[src/rtl/cpu15_pkg.sv]
// cpu15 shared definitions: sequencer state indices, PHASE codes and the
// one-hot state type used by stage_seq.
package cpu15_pkg;

    localparam int NSTATE = 6;

    // Bit position of each state inside the one-hot state register.
    localparam int S_IDLE   = 0;
    localparam int S_FT     = 1;
    localparam int S_DC     = 2;
    localparam int S_EX     = 3;
    localparam int S_WB     = 4;
    localparam int S_HALTED = 5;

    // Externally visible PHASE codes.
    localparam logic [2:0] PH_IDLE   = 3'd0;
    localparam logic [2:0] PH_FT     = 3'd1;
    localparam logic [2:0] PH_DC     = 3'd2;
    localparam logic [2:0] PH_EX     = 3'd3;
    localparam logic [2:0] PH_WB     = 3'd4;
    localparam logic [2:0] PH_HALTED = 3'd5;

    typedef enum logic [NSTATE-1:0] {
        ST_IDLE   = 6'b000001,
        ST_FT     = 6'b000010,
        ST_DC     = 6'b000100,
        ST_EX     = 6'b001000,
        ST_WB     = 6'b010000,
        ST_HALTED = 6'b100000
    } state_e;

endpackage

[src/rtl/stage_seq.sv]
// Instruction-phase sequencer: rotates one-hot FT/DC/EX/WB strobes, handles
// run / step / stop / stall / halt control and counts retired instructions.
module stage_seq #(
    parameter int CNT_W        = 16,
    parameter bit RUN_ON_RESET = 1'b0
) (
    input  logic             CLK,
    input  logic             RESET,
    input  logic             RUN,
    input  logic             STEP,
    input  logic             STOP,
    input  logic             STALL,
    input  logic             HALT_REQ,
    output logic             CLK_FT,
    output logic             CLK_DC,
    output logic             CLK_EX,
    output logic             CLK_WB,
    output logic [2:0]       PHASE,
    output logic             RUNNING,
    output logic             HALTED,
    output logic [CNT_W-1:0] INSTR_CNT
);
    import cpu15_pkg::*;

    state_e           state_q, state_d;
    logic             stop_q, stop_d;
    logic             single_q, single_d;
    logic             auto_q;
    logic [CNT_W-1:0] cnt_q, cnt_d;
    logic             go;
    logic             retire;

    // Next-state, stop latch, single-step flag and retire decision.
    always_comb begin
        // NOTE: every comb output gets a default first so no latch is inferred.
        state_d  = state_q;
        stop_d   = stop_q;
        single_d = single_q;
        retire   = 1'b0;
        go       = RUN | (RUN_ON_RESET & auto_q);
        case (state_q)
            ST_IDLE: begin
                stop_d = 1'b0;
                if (go) begin
                    state_d  = ST_FT;
                    single_d = 1'b0;
                end else if (STEP) begin
                    state_d  = ST_FT;
                    single_d = 1'b1;
                end
            end
            ST_FT: begin
                stop_d = stop_q | STOP;
                if (!STALL) state_d = ST_DC;
            end
            ST_DC: begin
                stop_d = stop_q | STOP;
                if (!STALL) state_d = ST_EX;
            end
            ST_EX: begin
                stop_d = stop_q | STOP;
                if (!STALL) state_d = ST_WB;
            end
            ST_WB: begin
                stop_d = stop_q | STOP;
                if (!STALL) begin
                    retire = 1'b1;
                    if (HALT_REQ) begin
                        state_d = ST_HALTED;
                        stop_d  = 1'b0;
                    end else if (stop_q | STOP | single_q) begin
                        state_d = ST_IDLE;
                        stop_d  = 1'b0;
                    end else begin
                        state_d = ST_FT;
                    end
                end
            end
            ST_HALTED: begin
                stop_d = 1'b0;
                if (RUN) begin
                    state_d  = ST_FT;
                    single_d = 1'b0;
                end
            end
            default: begin
                state_d = ST_IDLE;
                stop_d  = 1'b0;
            end
        endcase
        cnt_d = retire ? cnt_q + CNT_W'(1) : cnt_q;
    end

    // Sequencer state and control latches; RESET wins over everything.
    always_ff @(posedge CLK) begin
        // NOTE: sequential state uses non-blocking assignments only.
        if (RESET) begin
            state_q  <= ST_IDLE;
            stop_q   <= 1'b0;
            single_q <= 1'b0;
            auto_q   <= 1'b1;
        end else begin
            state_q  <= state_d;
            stop_q   <= stop_d;
            single_q <= single_d;
            auto_q   <= 1'b0;
        end
    end

    // Retired-instruction counter, wraps modulo 2^CNT_W.
    always_ff @(posedge CLK) begin
        if (RESET) cnt_q <= '0;
        else       cnt_q <= cnt_d;
    end

    // Strobes come straight from the state flops so they cannot glitch.
    assign CLK_FT    = state_q[S_FT];
    assign CLK_DC    = state_q[S_DC];
    assign CLK_EX    = state_q[S_EX];
    assign CLK_WB    = state_q[S_WB];
    assign RUNNING   = state_q[S_FT] | state_q[S_DC] | state_q[S_EX] | state_q[S_WB];
    assign HALTED    = state_q[S_HALTED];
    assign INSTR_CNT = cnt_q;

    // Decode the one-hot state into the numeric PHASE code.
    always_comb begin
        PHASE = PH_IDLE;
        case (state_q)
            ST_FT:     PHASE = PH_FT;
            ST_DC:     PHASE = PH_DC;
            ST_EX:     PHASE = PH_EX;
            ST_WB:     PHASE = PH_WB;
            ST_HALTED: PHASE = PH_HALTED;
            default:   PHASE = PH_IDLE;
        endcase
    end

endmodule

[config.mk]
export PLATFORM = sky130hd
export DESIGN_NAME = stage_seq
export DESIGN_NICKNAME = d
export VERILOG_FILES = /design/src/rtl/cpu15_pkg.sv /design/src/rtl/stage_seq.sv
export SDC_FILE = /design/constraint.sdc
export NUM_CORES = 1
export LEC_CHECK = 0
export ABC_AREA = 1
export CORE_ASPECT_RATIO = 0.75
export CORE_MARGIN = 2
export CORE_UTILIZATION = 50
export DETAILED_ROUTE_END_ITERATION = 16
export GPL_TIMING_DRIVEN = 0
export PLACE_DENSITY = 0.79
export SYNTH_ARGS = -nofsm -noshare
export SYNTH_HDL_FRONTEND = slang
export SYNTH_SLANG_ARGS = --single-unit
export TNS_END_PERCENT = 100
[constraint.sdc]
create_clock -name CLK -period 1.7 [get_ports CLK]
set_clock_uncertainty 0.1 [all_clocks]
set_input_delay 0.51 -clock CLK [delete_from_list [all_inputs] [get_ports CLK]]
set_output_delay 0.51 -clock CLK [all_outputs]
set_load 0.05 [all_outputs]
Yosys cells after proc, flatten, opt, wreduce, memory -nomap -nowiden. Index checks and enable logic that the tools add are counted.

Flip-flop bits (word level): 24. Word-level logic and storage cells: 47. Input bits: 7.

Add/subtract/negate cells: 1. Reduce and logical (&&, ||, !) cells: 4. Equal/unequal tests: 12. Bitwise logic cells: 5. Muxes and demuxes: 21.

Operator list (number): 2-to-1 mux 6 bit (8); case mux 6 bit (6 select lines) (1); adder 16 x 1 -> 16 bit (second input constant) (1); case mux 3 bit (5 select lines) (1); inequality test 2 bit (second input constant) (5); 2-to-1 mux 1 bit (8); equality test 6 x 1 -> 1 bit (second input constant) (1); equality test 6 x 2 -> 1 bit (second input constant) (1); equality test 6 x 3 -> 1 bit (second input constant) (1); equality test 6 x 4 -> 1 bit (second input constant) (1); equality test 6 x 5 -> 1 bit (second input constant) (1); equality test 6 bit (second input constant) (1); AND reduction 6 bit (1); bitwise OR 1 bit (5); case mux 1 bit (2 select lines) (2); inequality test 3 bit (second input constant) (1); AND reduction 3 bit (1); OR reduction 3 bit (1); 2-to-1 mux 2 bit (1); nonzero test 2 bit (1).

Longest topological paths before layout.
Depth after elaboration: 6. Depth in mapped cells: 10.

Worst setup path before layout. OpenSTA, ideal clock, no wires.

Path type: reg2out. From: reg state_q[1]. To: out PHASE[0]. Stages on the path, launching flop included: 7. Slack: -0.403 ns. Arrival time: 1.493 ns. Required time: 1.090 ns. Cells stage by stage: dfxtp_1 -> inv_1 -> nor2_1 -> nand3_1 -> nand2_1 -> inv_1 -> nand2_1.

Longest elaborated chain between the ends: 2. Elaborated cells between the ends (all ways): 6.

Ends and longest elaborated chain: start: declaration (line stage_seq.sv:25) `state_e state_q, state_d;`; start signal: assignment (line stage_seq.sv:103) `state_q <= state_d;`; equality test 6 bit (tied with other cells) (line stage_seq.sv:128) `case (state_q)`; case mux 3 bit (5 select lines) (*) (line stage_seq.sv:128); end: declaration (line stage_seq.sv:18) `output logic [2:0] PHASE,`.

Every way passes the cells marked *; elsewhere a longest branch is shown, timed or not.

Worst setup path after layout.
From: reg state_q[3]. To: out PHASE[0].

Same word-level chain as after synthesis.

==> impl_metrics.json <==
{
  "status": "complete, but fails checks",
  "violations": "setup timing",
  "synth_area_mm2": 0.00142,
  "period_needed_ns": 1.98,
  "seq_area_um2": 503,
  "crit_required_ns": 1.09,
  "portBuffers": 30,
  "finalNetCount": 282,
  "power_mw": 2.41,
  "crit_type": "flop to primary output",
  "grt-ovfl-total": 0,
  "cp_top_family": "simple AND/OR/NAND/NOR gates",
  "reg2reg_depth": 11,
  "yosysWarnings": 0,
  "start_kind": "flop",
  "dr_total_vias": 1772,
  "reg2reg_to": "state_q[5]$_SDFFE_PP0P_",
  "cts_buffers": 3,
  "synth_area_per_cell_um2": 6.57,
  "grt_pass1_wl_um": 6410,
  "layout_commonest_cell": "nand2_1",
  "initial_core_util_pct": 53.3,
  "syn-num-nets": 224,
  "syn2layout_area_growth_pct": 55.5,
  "post-dp-hpwl_um": 2540,
  "place.gp.congestion": 0.904,
  "synthAdderAreaFrac_pct": 0.881,
  "cts_hold_buf": 0,
  "clk_latency_ns": 0.28,
  "synth_cell_types": 24,
  "clk_pin_slew_ns": 0.08,
  "yosysTopAreaCellShare_pct": 33.8,
  "final_cell_mix": "41 x nand2_1, 27 x nor2_1, 20 x inv_1",
  "end_kind": "primary output",
  "powerDensity_mw_per_mm2": 1090,
  "post-route-util_pct": 82.9,
  "critPathMaxStageDelay_ns": 0.38,
  "worstPathArrival_ns": 1.37,
  "cts_tree": "done",
  "cap_viol_max_count": 0,
  "first_global_vias": 1375,
  "crit_path_max_fanout": 4,
  "crit_cells": 6,
  "synth-compound-area-share_pct": 9.43,
  "fin_hold_ws_ns": 0.372,
  "hold_path_class": "flop to flop",
  "rows": 16,
  "antenna_left": 0,
  "hold_viol_final": 0,
  "setup_slack_ns": -0.283,
  "antenna_found_initial": 0,
  "chipHeight_um": 50.2,
  "clk_path_buf_depth": 2,
  "crit_start": "state_q[3]$_SDFFE_PP0P_",
  "r2r_start": "state_q[5]$_SDFFE_PP0P_",
  "dr.pass1.iters": 5,
  "wl_um": 5070,
  "slew_viol_final": 0,
  "slowest_stage": "dfxtp_4",
  "final-setup-viol-count": 12,
  "grt_usage_pct": 26.0,
  "die_x_um": 65.5,
  "rsz0062_at_grt": "true",
  "setup_tns_ns": -1.53,
  "yosys.area.top_type": "dfxtp_1",
  "peakVddDrop_mv": 1.09,
  "path_cells": "nor2_4 -> nand3_2 -> nand2_4 -> inv_2 -> nand2_2 -> buf_8",
  "io_pins": 32,
  "die_area_mm2": 0.00329,
  "async_flop_share_pct": 0,
  "grt_max_degree": 13,
  "synthTopCellsByArea": "dfxtp_1 34%, nand2_1 13%, nor2_1 9.0%",
  "synth_top_family_by_area": "simple AND/OR/NAND/NOR gates",
  "numClockSinks": 24,
  "avgRoutedWirePerCell_um": 16.5,
  "multiInputGateArea_um2": 951,
  "hold_start": "INSTR_CNT[0]$_SDFFE_PP0P_",
  "fillers": 153,
  "antenna_cells": 0,
  "cp.buffers_inverters": 2,
  "placed_cells": 282,
  "synthFlopType": "dfxtp_1",
  "fmax_mhz": 504,
  "avgViaCountPerCell": 5.75,
  "clockRootBuffer": "clkbuf_8",
  "drt-initial-drc-count": 256,
  "crit_end": "PHASE[0]",
  "fin_crit_sh_pct": 117,
  "ys_ff_latch": 24,
  "syn_inst": 216,
  "max-slew-margin-rel_pct": 68.0,
  "synth_xor_area_share_pct": 0.617,
  "r2r_setup_slack_ns": -0.13,
  "drc": 0,
  "leakage_nw": 0.953,
  "tightest_slew_ns": 0.481,
  "synth_edf_count": 0,
  "ys_seq_area_share_pct": 33.8,
  "layout-drive-gt1-share_pct": 38.2,
  "htreeDepth": 1,
  "layout.cells.non_filler": 308,
  "core_area_mm2": 0.00266,
  "synthMuxAreaShare_pct": 0,
  "synthSimpleGateAreaFrac_pct": 45.6
}
-- layout make-up --
| cell class | instances | share of cell area, % |
|---|---|---|
| inverters | 27 | 4.82 |
| clock buffers | 3 | 1.87 |
| multi-input cells | 161 | 43.1 |
| plain buffers | 4 | 1.76 |
| repair buffers | 53 | 23.7 |
| well taps | 36 | 2.04 |
| flip-flops and latches | 24 | 22.8 |
-- state kept, by name, summed over array words and instances, names as in the netlist --
name / count
stop_q: 1
INSTR_CNT: 16
single_q: 1
state_q: 6
-- cell usage after synthesis, types with 2 or more instances --
cell type,number
nor2_4,3
nand3_2,3
a21oi_1,17
nand4_1,12
dfxtp_1,24
nand2_1,48
nand3_1,18
o21ai_0,8
nand2_4,2
nor2_2,3
nor3_1,6
inv_2,3
nor2_1,34
buf_6,2
inv_1,24
-- cell families after synthesis --
logic type,Yosys count
buffers and inverters,31
adder cells (fa/ha/maj),1
XOR/XNOR,1
AND/OR/NAND/NOR,133
AO/OA/AOI/OAI,26
flip-flops,24
-- worst register-to-register path: cells and delay by family (launching register included) --
family                 cells  cell delay (ns)
buffers and inverters      5             0.64
DFF                        1             0.36
AOI/OAI and AO/OA          1             0.16
and+or+nand+nor            5             0.47
-- stage by stage --
stage / setup slack, ns / cell area [um2]
floorplan: -0.0937 / 1440
global placement: -0.724 / 1780
detailed placement: -0.722 / 1780
CTS: -0.206 / 2000
global route: -0.296 / 2210
finish: -0.283 / 2210
-- how the worst min path moves through the flow --
| stage | to | slack, ns | cells after the start |
|---|---|---|---|
| 4_1_cts | INSTR_CNT[0]$_SDFFE_PP0P_ | 0.38 | 1 |
| 2_1_floorplan | single_q$_SDFFE_PP0P_ | 0.34 | 2 |
| 6_report | INSTR_CNT[0]$_SDFFE_PP0P_ | 0.37 | 1 |
| 3_3_place_gp | INSTR_CNT[0]$_SDFFE_PP0P_ | 0.35 | 1 |
| 3_5_place_dp | INSTR_CNT[0]$_SDFFE_PP0P_ | 0.36 | 1 |
| 5_1_grt | INSTR_CNT[0]$_SDFFE_PP0P_ | 0.39 | 1 |
-- power breakdown --
part,internal [mW],switching (mW)
Clock,0.159,0.186
Sequential,0.625,0.0848
Combinational,0.552,0.807
-- layer usage --
layer  part of all wire [%]  GRT usage [%]  routed length, um  vias to the layer above
met2                     44           36.4               2250                      144
met1                     38           35.8               1900                      779
li1                       -              -                  -                      815
met5                      0              0                  0                        -
met4                    5.2           13.9                262                        0
met3                     13           7.85                648                       34
-- repair_timing --
| action | in CTS | in global routing |
|---|---|---|
| setup endpoints to repair | 25 | 25 |
| buffers inserted | 10 | 11 |
| resized for setup | 121 | 44 |
| gates cloned | 0 | 2 |
| pin swaps | 9 | 14 |
Note: power is estimated with default switching activity, not from simulation.
